==> src/rtl/uart_tx.sv <==
// UART transmitter: 8 data bits LSB first, one stop bit, line idles high.
// Define UART_TX_PARITY_EN to insert an even-parity bit between data and stop.
module uart_tx #(
    parameter int BIT_PERIOD = 10
) (
    input  logic       clk,
    input  logic       rst,
    input  logic [7:0] tx_data,
    input  logic       tx_start,
    output logic       serial_out,
    output logic       tx_busy,
    output logic       tx_done
);

`ifdef UART_TX_PARITY_EN
    typedef enum logic [2:0] {IDLE, START, DATA, PARITY, STOP} state_t;
`else
    typedef enum logic [2:0] {IDLE, START, DATA, STOP} state_t;
`endif

    localparam logic [7:0] CNT_MAX = 8'(BIT_PERIOD - 1);

    state_t     state, state_nxt;
    logic [7:0] cnt, cnt_nxt;
    logic [2:0] idx, idx_nxt;
    logic [7:0] shreg, shreg_nxt;
    logic       serial_nxt;
    logic       done_nxt;
    logic       bit_end;
`ifdef UART_TX_PARITY_EN
    logic       parity_bit, parity_nxt;
`endif

    assign tx_busy = (state != IDLE);
    assign bit_end = (cnt == CNT_MAX);

    always_ff @(posedge clk or posedge rst) begin
        if (rst) begin
            state      <= IDLE;
            cnt        <= '0;
            idx        <= '0;
            shreg      <= '0;
            serial_out <= 1'b1;
            tx_done    <= 1'b0;
`ifdef UART_TX_PARITY_EN
            parity_bit <= 1'b0;
`endif
        end else begin
            state      <= state_nxt;
            cnt        <= cnt_nxt;
            idx        <= idx_nxt;
            shreg      <= shreg_nxt;
            serial_out <= serial_nxt;
            tx_done    <= done_nxt;
`ifdef UART_TX_PARITY_EN
            parity_bit <= parity_nxt;
`endif
        end
    end

    // The line value for the coming bit is decided here so serial_out only moves at bit boundaries.
    always_comb begin
        state_nxt  = state;
        cnt_nxt    = cnt;
        idx_nxt    = idx;
        shreg_nxt  = shreg;
        serial_nxt = serial_out;
        done_nxt   = 1'b0;
`ifdef UART_TX_PARITY_EN
        parity_nxt = parity_bit;
`endif
        case (state)
            IDLE: begin
                serial_nxt = 1'b1;
                if (tx_start) begin
                    state_nxt  = START;
                    shreg_nxt  = tx_data;
                    cnt_nxt    = '0;
                    idx_nxt    = '0;
                    serial_nxt = 1'b0;
`ifdef UART_TX_PARITY_EN
                    parity_nxt = ^tx_data;
`endif
                end
            end
            START: begin
                if (bit_end) begin
                    state_nxt  = DATA;
                    cnt_nxt    = '0;
                    serial_nxt = shreg[0];
                end else begin
                    cnt_nxt = cnt + 8'd1;
                end
            end
            DATA: begin
                if (bit_end) begin
                    cnt_nxt = '0;
                    if (idx == 3'd7) begin
`ifdef UART_TX_PARITY_EN
                        state_nxt  = PARITY;
                        serial_nxt = parity_bit;
`else
                        state_nxt  = STOP;
                        serial_nxt = 1'b1;
`endif
                    end else begin
                        idx_nxt    = idx + 3'd1;
                        shreg_nxt  = {1'b0, shreg[7:1]};
                        serial_nxt = shreg[1];
                    end
                end else begin
                    cnt_nxt = cnt + 8'd1;
                end
            end
`ifdef UART_TX_PARITY_EN
            PARITY: begin
                if (bit_end) begin
                    state_nxt  = STOP;
                    cnt_nxt    = '0;
                    serial_nxt = 1'b1;
                end else begin
                    cnt_nxt = cnt + 8'd1;
                end
            end
`endif
            STOP: begin
                if (bit_end) begin
                    state_nxt  = IDLE;
                    cnt_nxt    = '0;
                    serial_nxt = 1'b1;
                    done_nxt   = 1'b1;
                end else begin
                    cnt_nxt = cnt + 8'd1;
                end
            end
            default: begin
                state_nxt  = IDLE;
                serial_nxt = 1'b1;
            end
        endcase
    end

endmodule

==> config.mk <==
export PLATFORM = sky130hd
export DESIGN_NAME = uart_tx
export DESIGN_NICKNAME = d
export VERILOG_FILES = /design/src/rtl/uart_tx.sv
export SDC_FILE = /design/constraint.sdc
export NUM_CORES = 1
export LEC_CHECK = 0
export BUFFER_PORTS_ARGS = -buffer_cell sky130_fd_sc_hd__buf_2
export CORE_AREA = 4 4 55 57
export CTS_BUF_LIST = sky130_fd_sc_hd__clkbuf_16
export DETAILED_ROUTE_END_ITERATION = 10
export DIE_AREA = 0 0 59 61
export PLACE_DENSITY = 0.73
export SLEW_MARGIN = 20
export SYNTH_ARGS = -nofsm -noshare
export SYNTH_HDL_FRONTEND = slang
export SYNTH_SLANG_ARGS = --single-unit
==> constraint.sdc <==
create_clock -name clk -period 6.5 [get_ports clk]
set_clock_uncertainty 0.1 [all_clocks]
set_input_delay 0.325 -clock clk [delete_from_list [all_inputs] [get_ports clk]]
set_output_delay 0.325 -clock clk [all_outputs]
set_load 0.01 [all_outputs]
---- Yosys cells after proc, flatten, opt, wreduce, memory -nomap -nowiden ----
Index checks and enable logic that the tools add are counted.
word-level totals
  flip-flop bits (word level) ............. 24
  bits of input ports ..................... 11
  output and inout bits ................... 3
  word-level logic and storage cells ...... 53
cells by class
  add/subtract/negate cells ............... 2
  eq/ne operators ......................... 11
  mux-type cells .......................... 25
  reduce and logical (&&, ||, !) cells .... 9
operators with widths
  cell                                                                    number
  8-bit 2-to-1 mux                                                        5
  8-bit one-hot mux with 2 select lines                                   2
  3-bit 2-to-1 mux                                                        8
  2-bit inequality test (second input constant)                           6
  3-bit one-hot mux with 4 select lines                                   1
  8-bit by 1-bit adder with 8-bit output (second input constant)          1
  8-bit by 4-bit equality test with 1-bit output (second input constant)  1
  1-bit 2-to-1 mux                                                        7
  3-bit by 2-bit equality test with 1-bit output (second input constant)  2
  3-bit one-hot mux with 2 select lines                                   1
  5-bit AND reduction                                                     1
  1-bit one-hot mux with 4 select lines                                   1
  4-bit AND reduction                                                     1
  2-bit nonzero test                                                      2
  3-bit by 1-bit adder with 3-bit output (second input constant)          1
  3-bit by 1-bit equality test with 1-bit output (second input constant)  1
  3-bit equality test (second input constant)                             1
  3-bit zero test                                                         1
  3-bit AND reduction                                                     1
  3-bit nonzero test                                                      1
  3-bit OR reduction                                                      1
  2-bit AND reduction                                                     1

---- Depth between registers and ports, before layout ----
Gate-level depths: netlist of the first run.
  depth in word-level cells ............... 4
  depth in mapped cells ................... 8
  depth with buffers taken out ............ 6

---- Worst setup path before layout of the first run ----
OpenSTA, ideal clock, no wires.
  kind .................................... register -> register
  start ................................... register cnt[1]
  end ..................................... register state[1]
  setup time .............................. 0.125 ns
  arrival time ............................ 1.809 ns
  required time ........................... 6.275 ns
  setup slack ............................. 4.466 ns
  stages on the path, launching flop included .. 7
  path buffers ............................ 0
  period minus slack after synthesis ...... 2.034 ns
  path through ............................ dfrtp_1 -> inv_1 -> ha_1 -> or4b_4 -> o32ai_1 -> and3_1 -> mux2_2
between the ends
  word-level cells in the longest chain between the ends .. 3
  elaborated cells on any way between the ends .. 5
  classes of those cells .................. eq/ne (4); reduce/logical (1)
RTL lines
  what                                              line  RTL
  from (decl)                                       24    logic [7:0] cnt, cnt_nxt;
  from (signal assigned)                            50    cnt <= cnt_nxt;
  8-bit by 4-bit equality test with 1-bit output *  35    assign bit_end = (cnt == CNT_MAX);
  2-bit inequality test (no source line)            --
  5-bit AND reduction (no source line) *            --
  to (signal assigned)                              49    state <= state_nxt;
  to (decl)                                         23    state_t state, state_nxt;
Mark *: on every way between the ends. The rest lies on a longest branch, timed or not.
A chain may end at the register's enable or synchronous reset.

---- Worst setup path after layout of the first run ----
  start ................................... register state[0]
  end ..................................... register shreg[4]
between the ends
  word-level cells in the longest chain between the ends .. 3
  elaborated cells on any way between the ends .. 8
  classes of those cells .................. eq/ne (4); mux (1); reduce/logical (3)
RTL lines
  what                                                                               line  RTL
  3-bit by 2-bit equality test with 1-bit output or 3-bit zero test (tied branches)  72    case (state)
  2-bit inequality test (no source line) or 2-bit nonzero test (tied branches)       --
  4-bit AND reduction (no source line)                                               --
  to (signal assigned)                                                               52    shreg <= shreg_nxt;
  to (decl)                                                                          26    logic [7:0] shreg, shreg_nxt;
Parallel ways exist; a longest one is shown, timed or not.

==> results.txt, run 1 <==
largest area contributor in the netlist -> dfrtp_1
die area -> 3600 um^2
worst path cell trace -> inv_1, ha_1, nor2b_1, nor3_1, or3_1, o221a_1
WL/cell -> 16.4 um
critical path depth -> 6
Crit Path Class -> flop to flop
initial antenna violation count -> 0
post-route cell area -> 1520 um^2
Leak Pwr -> 0.687 nW
Power Total -> 0.721 mW
Worst Path Max Fanout -> 10
Reg2Reg Setup Slack -> 4.04 ns
final setup violating endpoints -> 0
Filler Cells Inserted -> 221
Final TNS setup -> 0 ns
Yosys top cell area share -> 0.403
GRT Residual Overflow -> 0
r2r worst-path depth -> 6
vias in the first global route -> 1,115
Synth Instances -> 134
Critical Path End Type -> flop
H-tree Lvls -> 1
outcome -> complete, no violations
Core Region -> 2480 um^2
clk root buf -> clkbuf_16
CTS max path bufs -> 2
Pins Over Slew Limit -> 0
worst hold path type -> input pin to async pin
Post-Syn Area -> 1370 um^2
average cell area after synthesis -> 10.2 um^2
number of diodes -> 0
final cycle utilization of the critical path -> 0.378
routed vias -> 1,073
final hold vios -> 0
largest net degree at the start of global routing -> 24
worst r2r dst -> shreg[4]
first-pass GRT wire length -> 5.10 mm
Detailed Routing Iterations Pass 1 -> 4
die extent in x -> 59 um
Slew headroom -> 0.410
highest cell delay on the worst timing path -> 0.66 ns
Ports -> 14
r2r startpoint -> state[0]
Iter 0 DRT Violations -> 19
HPWL Detailed -> 2.11 mm
# rows -> 18
height of the chip -> 61 um
antenna-violating nets left -> 0
crit path time final -> 2.46 ns
Max VDD drop -> 266 uV
fin nets -> 168
clock latency on the worst-skew pair -> 0.26 ns
Slew @ Worst Pin -> 0.884 ns
Post-CTS Resized -> 0
DRC -> 0
# port buffers -> 13
clock sink total -> 23
GRT Total Usage -> 0.187
#FFs+latches synth -> 23
WL final -> 2.90 mm
Via density -> 6.10
largest cells by area after synthesis -> dfrtp_1 (40%), ha_1 (9.2%), o221a_1 (4.9%)
crit-path leading delay family -> simple AND/OR/NAND/NOR gates
cts hold-fix bufs -> 0
Post-synth EDFFs -> 0
TritonCTS clock tree -> yes
unrepaired setup endpoints after global routing -> false
starting density of the core -> 0.551
register area share after synthesis -> 0.423
Worst Setup EP -> shreg[4]
PD cells -> 474 nW/um^2
Placed Area -> 1440 um^2
post-synth cell types -> 45
Num CTS Buffers -> 3
area grow syn2layout -> 11.3%
CP bufs+invs -> 1
Ys Warns -> 0
post-CTS setup buffer count -> 0
clk slew on worst S/H paths -> 0.06 ns
WP data arrival -> 2.50 ns
Fmax -> 407 MHz
Primary FF master, synth -> dfrtp_1
worst path required time -> 6.54 ns
Setup crit start kind -> flop
Max Cap Viol -> 0
Net Count, Synth -> 155
Crit. Startpoint -> state[0]
CP max stage cell -> nor2b_1
proportion of layout cells with a drive suffix above 1 -> 0.185
GPL Wtd Cong -> 0.830
fraction of registers with async set/reset -> 1.00
==> layout by cell type (no fill, tap or decap), drive strengths merged, types with 2 or more instances in the layout <==
cell,n
buf,13
nand3,2
or3,9
nor3,3
nand2,8
dfrtp,22
nor2,6
mux2,2
inv,9
nand2b,2
a21o,3
ha,10
nor4b,2
or2,2
o221a,7
nor4,2
o32ai,2
a31oi,3
and3,5
clkbuf,3
a21oi,4
o21ai,11
==> power breakdown <==
group          switching [mW]  internal [mW]
clock                  0.0522         0.0828
combinational           0.187          0.151
sequential             0.0485          0.199
==> synthesized netlist by cell type (2+ instances only) <==
cell type,n
o32ai_1,2
o21ai_0,9
a31oi_1,3
a21oi_1,4
nand2b_1,2
or2_2,2
o221a_1,6
a21o_1,3
nand2_1,8
o21ai_1,2
and3_1,5
nor2_1,6
dfrtp_1,22
ha_1,10
nor3_1,3
or3_1,9
inv_1,9
nand3_1,2
==> area by class of cell <==
| type | instances | area [um^2] | share of cell area |
|---|---|---|---|
| multi-input cells | 97 | 726 | 0.478 |
| flip-flops and latches | 23 | 577 | 0.380 |
| clock buffers | 3 | 75.1 | 0.0494 |
| repair buffers | 13 | 65.1 | 0.0428 |
| well taps | 30 | 37.5 | 0.0247 |
| inverters | 9 | 33.8 | 0.0222 |
| clock inverters | 1 | 5.00 | 0.00329 |
==> worst min path at each step <==
| stage | slack, ns | cells past startpoint | from | endpoint |
|---|---|---|---|---|
| after floorplan | 0.23 | 1 | rst | cnt[0] |
| after global placement | 0.40 | 2 | serial_out | serial_out |
| after detailed placement | 0.40 | 2 | serial_out | serial_out |
| after CTS | 0.18 | 2 | rst | cnt[4] |
| after global routing | 0.23 | 2 | rst | cnt[4] |
| final | 0.15 | 2 | rst | tx_done |
==> per-stage QoR <==
| step | setup WS [ns] | hold slack, ns | instances | utilization |
|---|---|---|---|---|
| 6_report | 4.04 | 0.146 | 176 | 0.613 |
| 5_1_grt | 3.89 | 0.230 | 176 | 0.613 |
| 4_1_cts | 4.05 | 0.179 | 176 | 0.613 |
| 3_5_place_dp | 4.10 | 0.397 | 172 | 0.581 |
| 3_3_place_gp | 4.24 | 0.396 | 172 | 0.581 |
| 2_1_floorplan | 4.47 | 0.226 | 134 | - |
==> cells by family after synthesis <==
group,count (synthesis),synth area share
compound gates,38,0.205
fa+ha+maj,10,0.0917
buf+inv,14,0.0458
flops,23,0.423
mux,2,0.0165
simple gates,47,0.218
==> state kept, by name (all words and copies together), names as in the netlist <==
name	flops
tx_done	1
shreg	8
cnt	8
idx	3
serial_out	1
state	2
==> worst register-to-register path: stages, from the launching register on <==
cell and delay (ns):
dfrtp_1 0.43, inv_1 0.13, ha_1 0.27, nor2b_1 0.66, nor3_1 0.24, or3_1 0.38, o221a_1 0.14
==> per-layer routing <==
metal	wire (um)	up-vias	GRT usage	part of all wire
met5	0	-	0	0
met4	46	0	0.0680	0.016
met3	122	5	0.0191	0.042
met2	1330	23	0.304	0.46
met1	1400	521	0.259	0.48
li1	-	524	-	-
No activity file was read; power rests on OpenSTA's default activity.
==> inputs of run 2 (changes only) <==
Clock period 6.5 ns to 2.6 ns, I/O delays scaled along.
==> run 2 against run 1 <==
Compared with the run above: worst setup slack worse by 3.7 ns; wire length is 2.0% higher; via count is 1.4% higher; critical path type unchanged; critical endpoint is now shreg[5]; largest power group unchanged.
==> results.txt, run 2 (synthesis results as in run 1) <==
PD cells -> 1180 nW/um^2
WP data arrival -> 2.35 ns
Regs by FF count -> cnt: 8 flops, shreg: 8 flops, idx: 3 flops
Crit Path Class -> flop to flop
height of the chip -> 61 um
Detailed Routing Iterations Pass 1 -> 4
Critical Path End Type -> flop
Filler Cells Inserted -> 210
final hold vios -> 0
Core Util, Final -> 0.618
Final TNS setup -> 0 ns
Setup WS post-layout -> 0.343 ns
sequential cell area -> 577 um^2
proportion of layout cells with a drive suffix above 1 -> 0.190
Fin Hold WS -> 0.0431 ns
WL/cell -> 16.7 um
clk root buf -> clkbuf_16
area grow syn2layout -> 12.2%
clock latency on the worst-skew pair -> 0.26 ns
GPL Wtd Cong -> 0.890
number of diodes -> 0
# port buffers -> 13
worst path required time -> 2.69 ns
Ports -> 14
Placed Area -> 1440 um^2
final setup violating endpoints -> 0
first-pass GRT wire length -> 5.16 mm
Slew @ Worst Pin -> 0.885 ns
Iter 0 DRT Violations -> 31
Slew headroom -> 0.409
Multi-input gate area -> 728 um^2
outcome -> complete, no violations
worst hold path type -> input pin to flop
Setup crit start kind -> flop
Core Region -> 2480 um^2
dpl cells -> 172
most common cell after layout, fill and taps aside -> dfrtp_1
Leak Pwr -> 0.692 nW
Fmax -> 443 MHz
post-CTS setup buffer count -> 0
crit path time final -> 2.26 ns
GRT Residual Overflow -> 0
post-route cell area -> 1530 um^2
clk slew on worst S/H paths -> 0.07 ns
antenna-violating nets left -> 0
H-tree Lvls -> 1
initial antenna violation count -> 0
fin nets -> 169
vias in the first global route -> 1,094
TritonCTS clock tree -> yes
unrepaired setup endpoints after global routing -> false
routed vias -> 1,088
Num CTS Buffers -> 3
Worst Path Max Fanout -> 11
Pins Over Slew Limit -> 0
Finished Layout Cells -> 177
Place WS -> 0.165 ns
HPWL Detailed -> 2.15 mm
# rows -> 18
commonest non-fill, non-tap cells in the layout -> dfrtp_1 (22), buf_2 (13), ha_1 (10)
Power Total -> 1.81 mW
WL final -> 2.95 mm
largest net degree at the start of global routing -> 24
Via density -> 6.15
clock sink total -> 23
die area -> 3600 um^2
die extent in x -> 59 um
GRT Total Usage -> 0.189
Max Cap Viol -> 0
CTS max path bufs -> 2
Max VDD drop -> 814 uV
starting density of the core -> 0.551
DRC -> 0
final cycle utilization of the critical path -> 0.868
==> run 2: area by class of cell <==
type	instances	share of cell area
multi-input combinational	97	0.475
sequential	23	0.377
clock buffer	3	0.0490
timing repair buffer	14	0.0490
tap	30	0.0245
inverter	9	0.0221
clock inverter	1	0.00327
==> run 2: critical path, stage by stage (launching register included) <==
cell and delay, ns:
dfrtp_1 0.46, ha_1 0.20, or4b_4 0.52, nor4_4 0.53, or3_1 0.19, o221a_1 0.19
==> run 2: power by group <==
part	total, mW	switching [mW]	internal [mW]
Clock	0.345	0.137	0.207
Sequential	0.616	0.119	0.497
Combinational	0.847	0.466	0.380
==> run 2: layer usage <==
metal / global-route usage / share of wire
met4: 0.0647 / 0.014
met5: 0 / 0
met2: 0.301 / 0.47
met3: 0.0234 / 0.039
met1: 0.265 / 0.48
==> run 2: final timing paths <==
check                           startpoint    endpoint  slack, ns  cells after the start
min in group asynchronous              rst    shreg[5]       0.50                      3
worst max-delay path                cnt[0]    shreg[5]       0.34                      5
worst min-delay path            tx_data[0]    shreg[0]       0.04                      2
worst max register to register      cnt[0]    shreg[5]       0.34                      5
max in group asynchronous              rst    state[1]       1.36                      3
worst min register to register  serial_out  serial_out       0.41                      2
==> run 2: timing repair <==
item / in CTS / in global routing
endpoints found under the setup margin: 0 / 1
hold buffers: 1 / 0
gates resized for setup: 0 / 1
endpoints found under the hold margin: 22 / 0
==> inputs of run 3 (changes only) <==
Settings changed: CTS_BUF_LIST sky130_fd_sc_hd__clkbuf_16 to sky130_fd_sc_hd__clkbuf_2.
==> run 3 against run 2 <==
Compared with the run above: critical path depth is the same; worst setup slack got worse by 0.0097 ns; first-iteration DRC count decreased by 42%; hold slack gained 0.065 ns; sequential cell count unchanged; critical endpoint unchanged; largest power group unchanged; highest routed layer unchanged.
==> results.txt, run 3 (synthesis results as in run 1) <==
DRC -> 0
Max VDD drop -> 661 uV
final hold vios -> 0
Pins Over Slew Limit -> 0
fin nets -> 176
number of diodes -> 0
GRT Residual Overflow -> 0
Setup crit start kind -> flop
routed vias -> 1,084
Power Total -> 1.62 mW
antenna-violating nets left -> 0
H-tree Lvls -> 1
clk root buf -> clkbuf_2
outcome -> complete, no violations
Setup WS post-layout -> 0.333 ns
unrepaired setup endpoints after global routing -> false
die extent in x -> 59 um
worst path cell trace -> ha_1, or4b_4, nor4_4, or3_1, o221a_1
Core Region -> 2480 um^2
Core Util, Final -> 0.622
WL final -> 2.99 mm
starting density of the core -> 0.551
CP max stage cell -> nor4_4
height of the chip -> 61 um
PD cells -> 1050 nW/um^2
Detailed Routing Iterations Pass 1 -> 4
worst hold path type -> input pin to flop
CP bufs+invs -> 0
Slew @ Worst Pin -> 0.895 ns
post-CTS setup buffer count -> 0
WP data arrival -> 2.48 ns
WL/cell -> 16.2 um
# rows -> 18
TritonCTS clock tree -> yes
# port buffers -> 13
Max Cap Viol -> 0
proportion of layout cells with a drive suffix above 1 -> 0.182
GRT Total Usage -> 0.188
Slew headroom -> 0.403
clock sink total -> 23
initial antenna violation count -> 0
first-pass GRT wire length -> 5.17 mm
crit path time final -> 2.27 ns
crit-path leading delay family -> simple AND/OR/NAND/NOR gates
Regs by FF count -> cnt: 8 flops, shreg: 8 flops, idx: 3 flops
Ports -> 14
CTS max path bufs -> 2
Iter 0 DRT Violations -> 18
Fin Hold WS -> 0.109 ns
largest net degree at the start of global routing -> 24
area grow syn2layout -> 12.9%
Fmax -> 441 MHz
Via density -> 5.89
Num CTS Buffers -> 3
final cycle utilization of the critical path -> 0.872
Final TNS setup -> 0 ns
Leak Pwr -> 0.696 nW
worst path required time -> 2.81 ns
Critical Path End Type -> flop
Crit Path Class -> flop to flop
commonest non-fill, non-tap cells in the layout -> dfrtp_1 (22), buf_2 (13), ha_1 (10)
die area -> 3600 um^2
final setup violating endpoints -> 0
highest cell delay on the worst timing path -> 0.53 ns
Worst Path Max Fanout -> 11
HPWL Detailed -> 2.15 mm
GPL Wtd Cong -> 0.890
most common cell after layout, fill and taps aside -> dfrtp_1
clk slew on worst S/H paths -> 0.24 ns
clock latency on the worst-skew pair -> 0.35 ns
Place WS -> 0.165 ns
vias in the first global route -> 1,129
==> run 3: cell types whose count changed in the layout (fill, tap and decap cells not counted), sizes merged <==
cell / delta
dlygate4sd3: +7
==> run 3: tightest hold or removal path: cells and delay by family <==
kind	cells	cell delay, ns
AOI/OAI and AO/OA	2	0.11
buffers and inverters	1	0.12
and+or+nand+nor	2	0.19
==> run 3: final cells by class <==
class                   count  area, um^2
fillers                   210         936
inverters                   9        33.8
clock inverters             1        5.00
well taps                  30        37.5
flip-flops and latches     23         577
repair buffers             21         145
clock buffers               3        15.0
multi-input cells          97         728
==> run 3: metal layers <==
metal | up-vias | wire, um | GRT usage
li1 | 544 | - | -
met1 | 510 | 1490 | 0.256
met2 | 25 | 1350 | 0.306
met3 | 5 | 119 | 0.0340
met4 | 0 | 21 | 0.0583
met5 | - | 0 | 0
==> run 3: timing repair <==
| item | CTS | global route |
|---|---|---|
| resized for setup | 0 | 1 |
| endpoints found under the hold margin | 29 | 0 |
| setup endpoints to repair | 0 | 6 |
| hold buffers | 8 | 0 |
==> run 3: path summary, 6_finish.rpt <==
path / start / to / slack [ns] / depth (start not counted)
worst max-delay path: cnt[0] / shreg[5] / 0.33 / 5
worst min-delay path: tx_start / cnt[0] / 0.11 / 5
worst max register to register: cnt[0] / shreg[5] / 0.33 / 5
worst min register to register: serial_out / serial_out / 0.43 / 2
max in group asynchronous: rst / cnt[7] / 1.48 / 3
min in group asynchronous: rst / shreg[6] / 0.37 / 3
==> run 3: stage by stage <==
stage / area, um^2 / cells
after floorplan: 1370 / 134
after global placement: 1440 / 172
after detailed placement: 1440 / 172
after CTS: 1540 / 184
after global routing: 1540 / 184
final: 1540 / 184
==> run 3: report_power, final <==
group	internal (mW)	switching [mW]	total, mW	leakage (nW)
Clock	0.0349	0.117	0.152	0.0164
Combinational	0.387	0.472	0.859	0.395
Sequential	0.495	0.118	0.613	0.285
